--- src/rtl/ex_operand_stage.sv ---
// ID/EX pipeline register with EX/MEM and MEM/WB operand forwarding and load-use hazard detection.
// One-cycle latency. A load-use hazard stalls decode for one cycle and a bubble is inserted; flush overrides the stall.
module ex_operand_stage #(
    parameter int XLEN = 32,
    parameter int REGW = 5,
    parameter int CNTW = 16
) (
    input  logic            clk,
    input  logic            reset,
    input  logic            id_valid,
    input  logic [3:0]      id_op,
    input  logic [REGW-1:0] id_rs,
    input  logic [REGW-1:0] id_rt,
    input  logic            id_uses_rs,
    input  logic            id_uses_rt,
    input  logic [XLEN-1:0] id_rs_val,
    input  logic [XLEN-1:0] id_rt_val,
    input  logic [XLEN-1:0] id_imm,
    input  logic            id_use_imm,
    input  logic            id_use_shamt,
    input  logic [4:0]      id_shamt,
    input  logic [REGW-1:0] id_dst,
    input  logic            id_reg_write,
    input  logic            id_mem_read,
    input  logic            id_mem_write,
    input  logic            flush,
    input  logic            mem_reg_write,
    input  logic [REGW-1:0] mem_dst,
    input  logic [XLEN-1:0] mem_result,
    input  logic            wb_reg_write,
    input  logic [REGW-1:0] wb_dst,
    input  logic [XLEN-1:0] wb_result,
    output logic            stall_id,
    output logic            ex_valid,
    output logic [3:0]      alu_op,
    output logic [XLEN-1:0] alu_v1,
    output logic [XLEN-1:0] alu_v2,
    output logic [XLEN-1:0] ex_store_data,
    output logic [REGW-1:0] ex_dst,
    output logic            ex_reg_write,
    output logic            ex_mem_read,
    output logic            ex_mem_write,
    output logic [CNTW-1:0] stall_count
);

    logic            valid_q,     valid_d;
    logic [3:0]      op_q,        op_d;
    logic [REGW-1:0] rs_q,        rs_d;
    logic [REGW-1:0] rt_q,        rt_d;
    logic [XLEN-1:0] rs_val_q,    rs_val_d;
    logic [XLEN-1:0] rt_val_q,    rt_val_d;
    logic [XLEN-1:0] imm_q,       imm_d;
    logic            use_imm_q,   use_imm_d;
    logic            use_shamt_q, use_shamt_d;
    logic [4:0]      shamt_q,     shamt_d;
    logic [REGW-1:0] dst_q,       dst_d;
    logic            reg_write_q, reg_write_d;
    logic            mem_read_q,  mem_read_d;
    logic            mem_write_q, mem_write_d;
    logic [CNTW-1:0] cnt_q,       cnt_d;

    logic            hz;
    logic [XLEN-1:0] fwd_rs;
    logic [XLEN-1:0] fwd_rt;

    always_comb begin
        hz = id_valid & valid_q & mem_read_q & (dst_q != '0) &
             ((id_uses_rs & (id_rs == dst_q)) | (id_uses_rt & (id_rt == dst_q)));
        stall_id = hz & ~flush;
    end

    always_comb begin
        valid_d     = valid_q;
        op_d        = op_q;
        rs_d        = rs_q;
        rt_d        = rt_q;
        rs_val_d    = rs_val_q;
        rt_val_d    = rt_val_q;
        imm_d       = imm_q;
        use_imm_d   = use_imm_q;
        use_shamt_d = use_shamt_q;
        shamt_d     = shamt_q;
        dst_d       = dst_q;
        reg_write_d = reg_write_q;
        mem_read_d  = mem_read_q;
        mem_write_d = mem_write_q;
        cnt_d       = cnt_q;
        if (flush || hz) begin
            // A bubble zeroes every field so the ALU sees op 0 with zero operands.
            valid_d     = 1'b0;
            op_d        = '0;
            rs_d        = '0;
            rt_d        = '0;
            rs_val_d    = '0;
            rt_val_d    = '0;
            imm_d       = '0;
            use_imm_d   = 1'b0;
            use_shamt_d = 1'b0;
            shamt_d     = '0;
            dst_d       = '0;
            reg_write_d = 1'b0;
            mem_read_d  = 1'b0;
            mem_write_d = 1'b0;
            if (!flush && cnt_q != '1) begin
                cnt_d = cnt_q + 1'b1;
            end
        end else begin
            valid_d     = id_valid;
            op_d        = id_op;
            rs_d        = id_rs;
            rt_d        = id_rt;
            rs_val_d    = id_rs_val;
            rt_val_d    = id_rt_val;
            imm_d       = id_imm;
            use_imm_d   = id_use_imm;
            use_shamt_d = id_use_shamt;
            shamt_d     = id_shamt;
            dst_d       = id_dst;
            reg_write_d = id_valid & id_reg_write;
            mem_read_d  = id_valid & id_mem_read;
            mem_write_d = id_valid & id_mem_write;
        end
    end

    always_ff @(posedge clk) begin
        if (reset) begin
            valid_q     <= 1'b0;
            op_q        <= '0;
            rs_q        <= '0;
            rt_q        <= '0;
            rs_val_q    <= '0;
            rt_val_q    <= '0;
            imm_q       <= '0;
            use_imm_q   <= 1'b0;
            use_shamt_q <= 1'b0;
            shamt_q     <= '0;
            dst_q       <= '0;
            reg_write_q <= 1'b0;
            mem_read_q  <= 1'b0;
            mem_write_q <= 1'b0;
            cnt_q       <= '0;
        end else begin
            valid_q     <= valid_d;
            op_q        <= op_d;
            rs_q        <= rs_d;
            rt_q        <= rt_d;
            rs_val_q    <= rs_val_d;
            rt_val_q    <= rt_val_d;
            imm_q       <= imm_d;
            use_imm_q   <= use_imm_d;
            use_shamt_q <= use_shamt_d;
            shamt_q     <= shamt_d;
            dst_q       <= dst_d;
            reg_write_q <= reg_write_d;
            mem_read_q  <= mem_read_d;
            mem_write_q <= mem_write_d;
            cnt_q       <= cnt_d;
        end
    end

    // EX/MEM is the younger result, so it wins over MEM/WB; r0 is never forwarded.
    always_comb begin
        if (mem_reg_write && mem_dst != '0 && mem_dst == rs_q) begin
            fwd_rs = mem_result;
        end else if (wb_reg_write && wb_dst != '0 && wb_dst == rs_q) begin
            fwd_rs = wb_result;
        end else begin
            fwd_rs = rs_val_q;
        end
        if (mem_reg_write && mem_dst != '0 && mem_dst == rt_q) begin
            fwd_rt = mem_result;
        end else if (wb_reg_write && wb_dst != '0 && wb_dst == rt_q) begin
            fwd_rt = wb_result;
        end else begin
            fwd_rt = rt_val_q;
        end
    end

    always_comb begin
        if (use_shamt_q) begin
            alu_v1 = {{(XLEN-5){1'b0}}, shamt_q};
        end else if (op_q[3:2] == 2'b00) begin
            alu_v1 = {{(XLEN-5){1'b0}}, fwd_rs[4:0]};
        end else begin
            alu_v1 = fwd_rs;
        end
        alu_v2        = use_imm_q ? imm_q : fwd_rt;
        ex_store_data = fwd_rt;
    end

    assign ex_valid     = valid_q;
    assign alu_op       = op_q;
    assign ex_dst       = dst_q;
    assign ex_reg_write = reg_write_q;
    assign ex_mem_read  = mem_read_q;
    assign ex_mem_write = mem_write_q;
    assign stall_count  = cnt_q;

endmodule

--- config.mk ---
export PLATFORM = sky130hd
export DESIGN_NAME = ex_operand_stage
export DESIGN_NICKNAME = d
export VERILOG_FILES = /design/src/rtl/ex_operand_stage.sv
export SDC_FILE = /design/constraint.sdc
export NUM_CORES = 1
export LEC_CHECK = 0
export ABC_AREA = 0
export ABC_CLOCK_PERIOD_IN_PS = 7500
export CORE_AREA = 2 2 156 158
export CTS_BUF_LIST = sky130_fd_sc_hd__clkbuf_4 sky130_fd_sc_hd__clkbuf_8
export CTS_CLUSTER_SIZE = 16
export DETAILED_ROUTE_END_ITERATION = 7
export DIE_AREA = 0 0 158 160
export DONT_BUFFER_PORTS = 1
export GPL_TIMING_DRIVEN = 1
export PLACE_DENSITY = 0.43
export SLEW_MARGIN = 20
export SYNTH_ARGS = -nofsm -noshare
export SYNTH_HDL_FRONTEND = slang
export SYNTH_SLANG_ARGS = --single-unit
--- constraint.sdc ---
create_clock -name clk -period 7.5 [get_ports clk]
set_clock_uncertainty 0.2 [all_clocks]
set_input_delay 1.5 -clock clk [delete_from_list [all_inputs] [get_ports clk]]
set_output_delay 1.5 -clock clk [all_outputs]
set_load 0.1 [all_outputs]
==> results of run 1 <==
## sequential cells by signal, indices dropped and copies added, names as in the netlist
signal,count
imm_q,32
rs_val_q,32
rt_val_q,32
stall_count,16
ex_dst,5
rs_q,5
rt_q,5
shamt_q,5
alu_op,4
ex_mem_read,1
ex_mem_write,1
ex_reg_write,1
ex_valid,1
use_imm_q,1
use_shamt_q,1
## stage by stage
stage                     utilization  hold WS (ns)  setup slack, ns
after detailed placement        0.355         0.543             1.59
after global routing            0.372         0.589             1.48
after CTS                       0.372         0.561             1.58
after global placement          0.355         0.531             1.60
after floorplan                     -         0.755            0.919
final                           0.373         0.551             1.61
## where the power goes
part | total, uW | switching (uW) | internal, uW
Sequential | 815 | 35.5 | 780
Clock | 640 | 314 | 325
Combinational | 397 | 303 | 94.0
Total | 1850 | 653 | 1200
## cell type report
cell class / instances / area share
Tap cell: 324 / 0.0457
Sequential cell: 142 / 0.321
Timing Repair Buffer: 87 / 0.0755
Clock buffer: 21 / 0.0311
Clock inverter: 11 / 0.0145
Multi-Input combinational cell: 600 / 0.508
Antenna cell: 8 / 0.00226
Inverter: 5 / 0.00211
## cells in the final DEF (no fill, tap or decap), types with 2 or more instances in the layout
cell / count
a21oi_1: 12
a221oi_1: 12
a221oi_2: 25
a31oi_2: 27
and2_1: 125
and3_1: 41
buf_4: 86
bufinv_16: 2
clkbuf_4: 2
clkbuf_8: 19
clkinvlp_4: 3
dfxtp_1: 141
diode_2: 8
inv_1: 5
inv_6: 4
mux2_2: 5
nand2_1: 98
nand2b_1: 2
nand3_1: 5
nand4_1: 8
nand4b_1: 2
nor2_1: 50
nor2_2: 33
nor2_4: 2
nor2b_1: 6
nor3_1: 4
nor4_1: 5
nor4b_1: 3
o21ai_0: 33
o31ai_1: 4
o31ai_4: 37
or3_1: 7
or4_1: 6
xnor2_1: 12
xor2_1: 18
## tightest hold or removal path: cells and delay by family (launching register included)
family | cells | cell delay, ns
flops | 1 | 0.31
buf+inv | 1 | 0.24
compound gates | 2 | 0.17
## logic make-up after synthesis
kind of cell    after synthesis
simple gates                408
compound gates              156
flops                       142
buf+inv                      68
xor+xnor                     30
mux                           5
fa+ha+maj                     1
## worst max path at each step
stage                     startpoint           endpoint  slack [ns]
after floorplan           mem_dst[1]         alu_v2[10]        0.92
after global placement    mem_dst[1]         alu_v2[16]        1.60
after detailed placement  mem_dst[1]         alu_v2[16]        1.59
after CTS                 mem_dst[1]         alu_v2[16]        1.58
after global routing      mem_dst[1]  ex_store_data[29]        1.48
final                     mem_dst[1]  ex_store_data[28]        1.61
## routing by layer
metal,vias up,part of all wire
li1,2925,-
met1,2885,0.38
met2,261,0.48
met3,39,0.11
met4,6,0.024
met5,-,0.0018
==> results.toml, run 1 <==
[routing]
vias = 6116
ant_nets = 0
wirelength_um = 25100
wl_per_cell_um = 21.0
drc = 0
drt_iter0_drc = 231
via_per_inst = 5.11
drt_first_pass_iters = 5

[place]
place.gp.congestion = 0.811
dp_cells = 1158
port_buffers = 0
dpl.hpwl_um = 18600
place_area_um2 = 8450

[clock_network]
tritoncts = "yes"
cts.path.max_buffers = 2
postCtsSetupBuffers = 0
cts-resized-gates = 0
cts_buffers = 17
cts_num_sinks = 142
clock-root-buffer = "clkbuf_8"
clkTransAtPathRegs_ns = 0.09
hold_buffers = 0
clk_latency_ns = 0.43
ctsHtreeMaxLevel = 4

[critical_path]
path_buf_inv = 0
worstReg2RegEnd = "rs_val_q[6]$_SDFF_PP0_"
slowest_stage = "nor2_2"
reg2reg_from = "ex_dst[4]$_SDFF_PP0_"
crit_type = "input pin to output port"
arrival_ns = 4.19
r2r_slack_ns = 4.00
crit_path_end_kind = "output port"
crit_family = "simple AND/OR/NAND/NOR gates"
crit_cells = 5
cp_cell_sequence = "or4_1, o211ai_1, or2_2, nor2_1, nor2_2"
critPathLaunchType = "input pin"
critPathRequiredTime_ns = 5.80
critPathMaxStageDelay_ns = 0.88
ff2ff_path_depth = 7
critPathMaxFanout = 32

[yosys]
synthCells = 810
synth_most_common_cell = "dfxtp_1"
yosys_warnings = 0
synth_top_family_by_area = "simple AND/OR/NAND/NOR gates"
netlist_area_um2 = 6970
syn_avg_cell_area_um2 = 8.61
synthXorXnorAreaFrac = 0.0377
yosysSeqAreaShare = 0.408
synth-edff-count = 0
synth_adder_area_share = 0.00179
muxShareOfSynthArea = 0.00807
synth_cell_types = 45
synth-seq-cells = 142
synth_top_cell_area_share = 0.408
synth-simple-area-share = 0.307
synth_compound_area_frac = 0.178
ys_top_cells_by_count = "142 x dfxtp_1, 125 x and2_1, 98 x nand2_1"
syn-num-nets = 1018
yosysTopAreaCell = "dfxtp_1"
postSynth.asyncResetShare = 0
synth_area_leaders = "dfxtp_1 41%, and2_1 11%, a221oi_2 5.4%, nand2_1 5.3%, nor2_1 4.6%"
synthFlopType = "dfxtp_1"

[cells_and_area]
final_cells = 1198
regArea_um2 = 2850
fin_nets = 1061
n_fill_cell = 2469
areaGrowthSynthToFinish_pct = 27.3
drive_above_1_share = 0.303
multiInputGateArea_um2 = 4510
stdcell_area_um2 = 8880

[outcome]
status = "completed"

[global_route]
grt_pass1_vias = 6058
grt_overflow = 0
met2_usage = 0.327
grt_pass1_wl_um = 36900
grt_max_degree = 77
grtUsageMet3 = 0.0830
busiest_layer = "met2"
grt_usage = 0.194
use_met1 = 0.216
antenna_found_initial = 11

[run]
max-cap-violations = 0

[timing]
finalSetupViolCount = 0
timing.final.crit_share = 0.786
totalNegativeSetupSlack_ns = 0
max_freq_ghz = 0.170
hold_viol = 0
max_slew.worst_pin.slew_ns = 1.12
relSlewSlack = 0.252
rsz0062_at_grt = "no"
min_period_ns = 5.89
slew_viol_final = 0

[pwr]
total_leakage_power_uw = 0.00327
vdd_ir_drop_max_uv = 87.7
power.total_uw = 1850
p_per_area_nw_per_um2 = 209

[die]
fp.dieH_um = 160
die_w_um = 158
die_area_um2 = 25300
num_rows = 57
initial_core_util = 0.293
coreArea_um2 = 23800
ios = 333

[hold_path]
holdCritStartpoint = "stall_count[11]$_SDFFE_PP0P_"
holdPathStages = 3
whs_endpoint = "stall_count[11]$_SDFFE_PP0P_"
hold_class = "flip-flop to flip-flop"
Power figures use the tool's default switching activity.
==> run 2: changes to the inputs <==
- ABC_CLOCK_PERIOD_IN_PS: 7500 -> 5700
- clock period: 7.5 -> 5.7 ns (I/O delays scaled with it)
==> run 2 against run 1 <==
Non-clock buffer count increased by 32. Critical path depth increased by 1. Sequential power increased by 30%. Wire length increased by 2.9%. Register-to-register slack got worse by 1.5 ns. Via count increased by 1.0%.
==> results.toml, run 2 (synthesis results as in run 1) <==
[timing]
hold_viol = 0
min_period_ns = 4.85
rsz0062_at_grt = "no"
timing.final.crit_share = 0.852
finalSetupViolCount = 0
totalNegativeSetupSlack_ns = 0
relSlewSlack = 0.238
max_slew.worst_pin.slew_ns = 1.14
max_freq_ghz = 0.206
slew_viol_final = 0

[routing]
wl_per_cell_um = 21.0
ant_nets = 0
vias = 6179
drt_iter0_drc = 251
via_per_inst = 5.02
wirelength_um = 25900
drc = 0
drt_first_pass_iters = 4

[critical_path]
r2r_slack_ns = 2.51
critPathRequiredTime_ns = 4.36
critPathMaxFanout = 18
critPathLaunchType = "input pin"
arrival_ns = 3.51
crit_path_end_kind = "output port"
crit_type = "input pin to output port"
ff2ff_path_depth = 6
cp_cell_sequence = "xor2_1, nor3_1, nand3_2, a221oi_1, o31ai_4, buf_4"
reg2reg_from = "ex_valid$_SDFF_PP0_"
worstReg2RegEnd = "shamt_q[2]$_SDFF_PP0_"
critPathMaxStageDelay_ns = 0.69
slowest_stage = "nor3_1"

[cells_and_area]
fin_nets = 1093
final_cells = 1232
n_fill_cell = 2426
areaGrowthSynthToFinish_pct = 37.4
layout_common_cells = "141 x dfxtp_1, 125 x and2_1, 98 x nand2_1, 82 x buf_4, 50 x nor2_1"
mostFrequentLayoutCell = "dfxtp_1"
largestRegisters = "imm_q x32, rs_val_q x32, rt_val_q x32"
drive_above_1_share = 0.327

[global_route]
grt_usage = 0.201
grt_max_degree = 75
grt_pass1_wl_um = 38100
grt_overflow = 0
antenna_found_initial = 14
grt_pass1_vias = 6303

[clock_network]
clock-root-buffer = "clkbuf_8"
tritoncts = "yes"
ctsHtreeMaxLevel = 4
hold_buffers = 0
clkTransAtPathRegs_ns = 0.09
clk_latency_ns = 0.45
postCtsSetupBuffers = 0
cts-resized-gates = 0
cts.path.max_buffers = 2
cts_num_sinks = 142
cts_buffers = 17

[run]
max-cap-violations = 0

[die]
die_area_um2 = 25300
fp.dieH_um = 160
num_rows = 57
die_w_um = 158
initial_core_util = 0.293
ios = 333
coreArea_um2 = 23800

[pwr]
vdd_ir_drop_max_uv = 114
total_leakage_power_uw = 0.00355
power.total_uw = 2510
p_per_area_nw_per_um2 = 262

[hold_path]
hold_class = "input pin to flip-flop"
holdPathStages = 1
whs_endpoint = "stall_count[6]$_SDFFE_PP0P_"
holdCritStartpoint = "reset"

[place]
dpl.hpwl_um = 19200
port_buffers = 0
place.gp.congestion = 0.809
dp_cells = 1190

[outcome]
status = "completed"
run 2: metrics by stage:
step	setup slack (ns)	hold WS, ns	area [um^2]	util
after floorplan	0.227	0.755	7160	-
after global placement	0.772	0.774	9140	0.384
after detailed placement	0.753	0.789	9140	0.384
after CTS	0.748	0.499	9560	0.401
after global routing	0.659	0.509	9570	0.402
final	0.845	0.540	9590	0.402
run 2: critical path, delay by kind of cell:
family                 cells  cell delay, ns
AND/OR/NAND/NOR            2            1.23
AO/OA/AOI/OAI              2            0.74
buffers and inverters      1            0.26
XOR/XNOR                   1            0.14
run 2: cell type report:
cell class / instances / area (um^2) / share of cell area
Timing Repair Buffer: 119 / 1360 / 0.142
Tap cell: 324 / 405 / 0.0423
Multi-Input combinational cell: 600 / 4510 / 0.471
Clock inverter: 12 / 161 / 0.0168
Antenna cell: 10 / 25.0 / 0.00261
Sequential cell: 142 / 2850 / 0.297
Clock buffer: 20 / 256 / 0.0268
Inverter: 5 / 18.8 / 0.00196
run 2: routing by layer:
metal	vias to the layer above	track usage	wire length (um)
li1	2998	-	-
met1	2893	0.222	9730
met2	239	0.347	12800
met3	41	0.0825	2760
met4	8	0.0696	495
met5	-	0	52
run 2: worst max-delay path by stage:
stage	cells after the start	start	slack (ns)	to
after floorplan	5	id_rs[3]	0.23	stall_id
after global placement	6	wb_dst[1]	0.77	alu_v1[2]
after detailed placement	6	wb_dst[1]	0.75	alu_v1[2]
after CTS	6	wb_dst[1]	0.75	alu_v1[2]
after global routing	6	wb_dst[1]	0.66	alu_v1[2]
final	6	wb_dst[1]	0.85	alu_v1[2]
run 2: where the power goes:
group / total (uW) / internal (uW) / switching [uW] / leakage [uW]
Clock: 874 / 451 / 422 / 0.000201
Sequential: 1060 / 1030 / 30.9 / 0.00116
Combinational: 581 / 158 / 423 / 0.00218
Total: 2510 / 1640 / 876 / 0.00355
==> run 3: changes to the inputs <==
- ABC_CLOCK_PERIOD_IN_PS: 5700 -> 5600
- CORE_AREA: 2 2 156 158 -> 2 2 145 147
- DIE_AREA: 0 0 158 160 -> 0 0 147 149
- PLACE_DENSITY: 0.43 -> 0.48
- clock period: 5.7 -> 5.6 ns (I/O delays scaled with it)
==> run 3 against run 2 <==
Non-clock buffer count unchanged. Global-route usage up 1.7 points. Combinational power up 5.0%. Die area down 13%. Via count up 3.1%. Final area up 0.81%. Register-to-register slack better by 0.08 ns. Critical path depth unchanged. Core utilization up 6.8 points. Largest power group unchanged. Highest routed layer unchanged.
==> results.toml, run 3 (synthesis results as in run 1) <==
[cells_and_area]
mostFrequentLayoutCell = "dfxtp_1"
areaGrowthSynthToFinish_pct = 38.6
layout_common_cells = "141 x dfxtp_1, 125 x and2_1, 98 x nand2_1, 68 x buf_4, 50 x nor2_1"
fin_nets = 1093
drive_above_1_share = 0.327
largestRegisters = "imm_q x32, rs_val_q x32, rt_val_q x32"

[critical_path]
slowest_stage = "a221oi_1"
critPathMaxStageDelay_ns = 0.78
cp_cell_sequence = "or4_1, o21a_2, nand3_4, a221oi_1, o31ai_4, buf_12"
critPathMaxFanout = 32
path_buf_inv = 1
arrival_ns = 3.50
worstReg2RegEnd = "stall_count[13]$_SDFFE_PP0P_"
crit_path_end_kind = "output port"
crit_type = "input pin to output port"
critPathRequiredTime_ns = 4.28
r2r_slack_ns = 2.59
crit_family = "compound AO/OA/AOI/OAI gates"
reg2reg_from = "stall_count[3]$_SDFFE_PP0P_"
ff2ff_path_depth = 5
critPathLaunchType = "input pin"

[pwr]
vdd_ir_drop_max_uv = 146
p_per_area_nw_per_um2 = 264
total_leakage_power_uw = 0.00360
power.total_uw = 2560

[clock_network]
cts_num_sinks = 142
clkTransAtPathRegs_ns = 0.09
ctsHtreeMaxLevel = 4
postCtsSetupBuffers = 0
clk_latency_ns = 0.45
tritoncts = "yes"
clock-root-buffer = "clkbuf_8"
cts.path.max_buffers = 2
cts-resized-gates = 0
hold_buffers = 0
cts_buffers = 17

[hold_path]
holdPathStages = 1
hold_class = "input pin to flip-flop"
whs_endpoint = "stall_count[0]$_SDFFE_PP0P_"
holdCritStartpoint = "reset"

[die]
num_rows = 53
fp.dieH_um = 149
coreArea_um2 = 20600
initial_core_util = 0.339
ios = 333
die_w_um = 147
die_area_um2 = 21900

[routing]
drt_first_pass_iters = 4
drc = 0
drt_iter0_drc = 321
via_per_inst = 5.41
ant_nets = 0
wirelength_um = 24600
wl_per_cell_um = 20.9
vias = 6371

[global_route]
grt_overflow = 0
grt_max_degree = 127
antenna_found_initial = 5
grt_usage = 0.218
grt_pass1_vias = 6494
grt_pass1_wl_um = 37100

[timing]
max_slew.worst_pin.slew_ns = 1.13
min_period_ns = 4.82
fin_ws_ns = 0.775
relSlewSlack = 0.244
totalNegativeSetupSlack_ns = 0
hold_viol = 0
max_freq_ghz = 0.207
finalSetupViolCount = 0
rsz0062_at_grt = "no"
slew_viol_final = 0
timing.final.crit_share = 0.862

[place]
dpl.hpwl_um = 18000
place.gp.congestion = 0.873
port_buffers = 0
dp_worst_setup_slack_ns = 0.746

[run]
max-cap-violations = 0

[outcome]
status = "completed"
run 3: changes by cell type in the layout (fill, tap and decap cells not counted), sizes merged:
cell | previous run | this run
clkinvlp | 4 | 1
clkinv | 2 | 4
inv | 8 | 9
diode | 10 | 4
bufinv | 3 | 2
buf | 118 | 119
run 3: layout make-up:
cell class,instances,area (um^2)
inverter,5,18.8
clock inverter,11,133
antenna,4,10.0
tap,275,344
sequential,142,2850
multi-input combinational,600,4510
fill,1960,10900
timing repair buffer,119,1530
clock buffer,21,270
run 3: worst max-delay path by stage:
stage,from,to,slack (ns),depth (start not counted)
CTS,wb_dst[2],alu_v1[1],0.73,6
floorplan,id_rs[3],stall_id,0.17,5
global route,wb_dst[2],alu_v2[0],0.58,6
detailed placement,wb_dst[2],alu_v1[4],0.75,6
finish,wb_dst[2],alu_v2[1],0.78,6
global placement,wb_dst[1],alu_v1[3],0.83,6
run 3: per-layer routing:
metal | vias up | GRT usage | routed length [um]
li1 | 2986 | - | -
met1 | 3056 | 0.260 | 9810
met2 | 296 | 0.372 | 12100
met3 | 29 | 0.0780 | 2290
met4 | 4 | 0.0673 | 411
met5 | - | 0 | 18
run 3: worst reg2reg max path, stage by stage, from the launching register on:
cell and delay (ns):
dfxtp_1 1.06, nand4_1 0.31, nor4_1 0.50, nand4b_1 0.25, or4_1 0.48, a21oi_1 0.16
run 3: metrics by stage:
step | instance area [um^2] | hold slack, ns | instances | utilization
2_1_floorplan | 7160 | 0.755 | 810 | -
3_3_place_gp | 9220 | 0.545 | 1139 | 0.448
3_5_place_dp | 9220 | 0.559 | 1139 | 0.448
4_1_cts | 9620 | 0.491 | 1171 | 0.468
5_1_grt | 9660 | 0.481 | 1176 | 0.470
6_report | 9660 | 0.526 | 1177 | 0.470
run 3: power breakdown:
| part | internal, uW | switching, uW | leakage (uW) |
|---|---|---|---|
| sequential | 1040 | 34.6 | 0.00116 |
| combinational | 177 | 433 | 0.00223 |
| clock | 430 | 436 | 0.000207 |
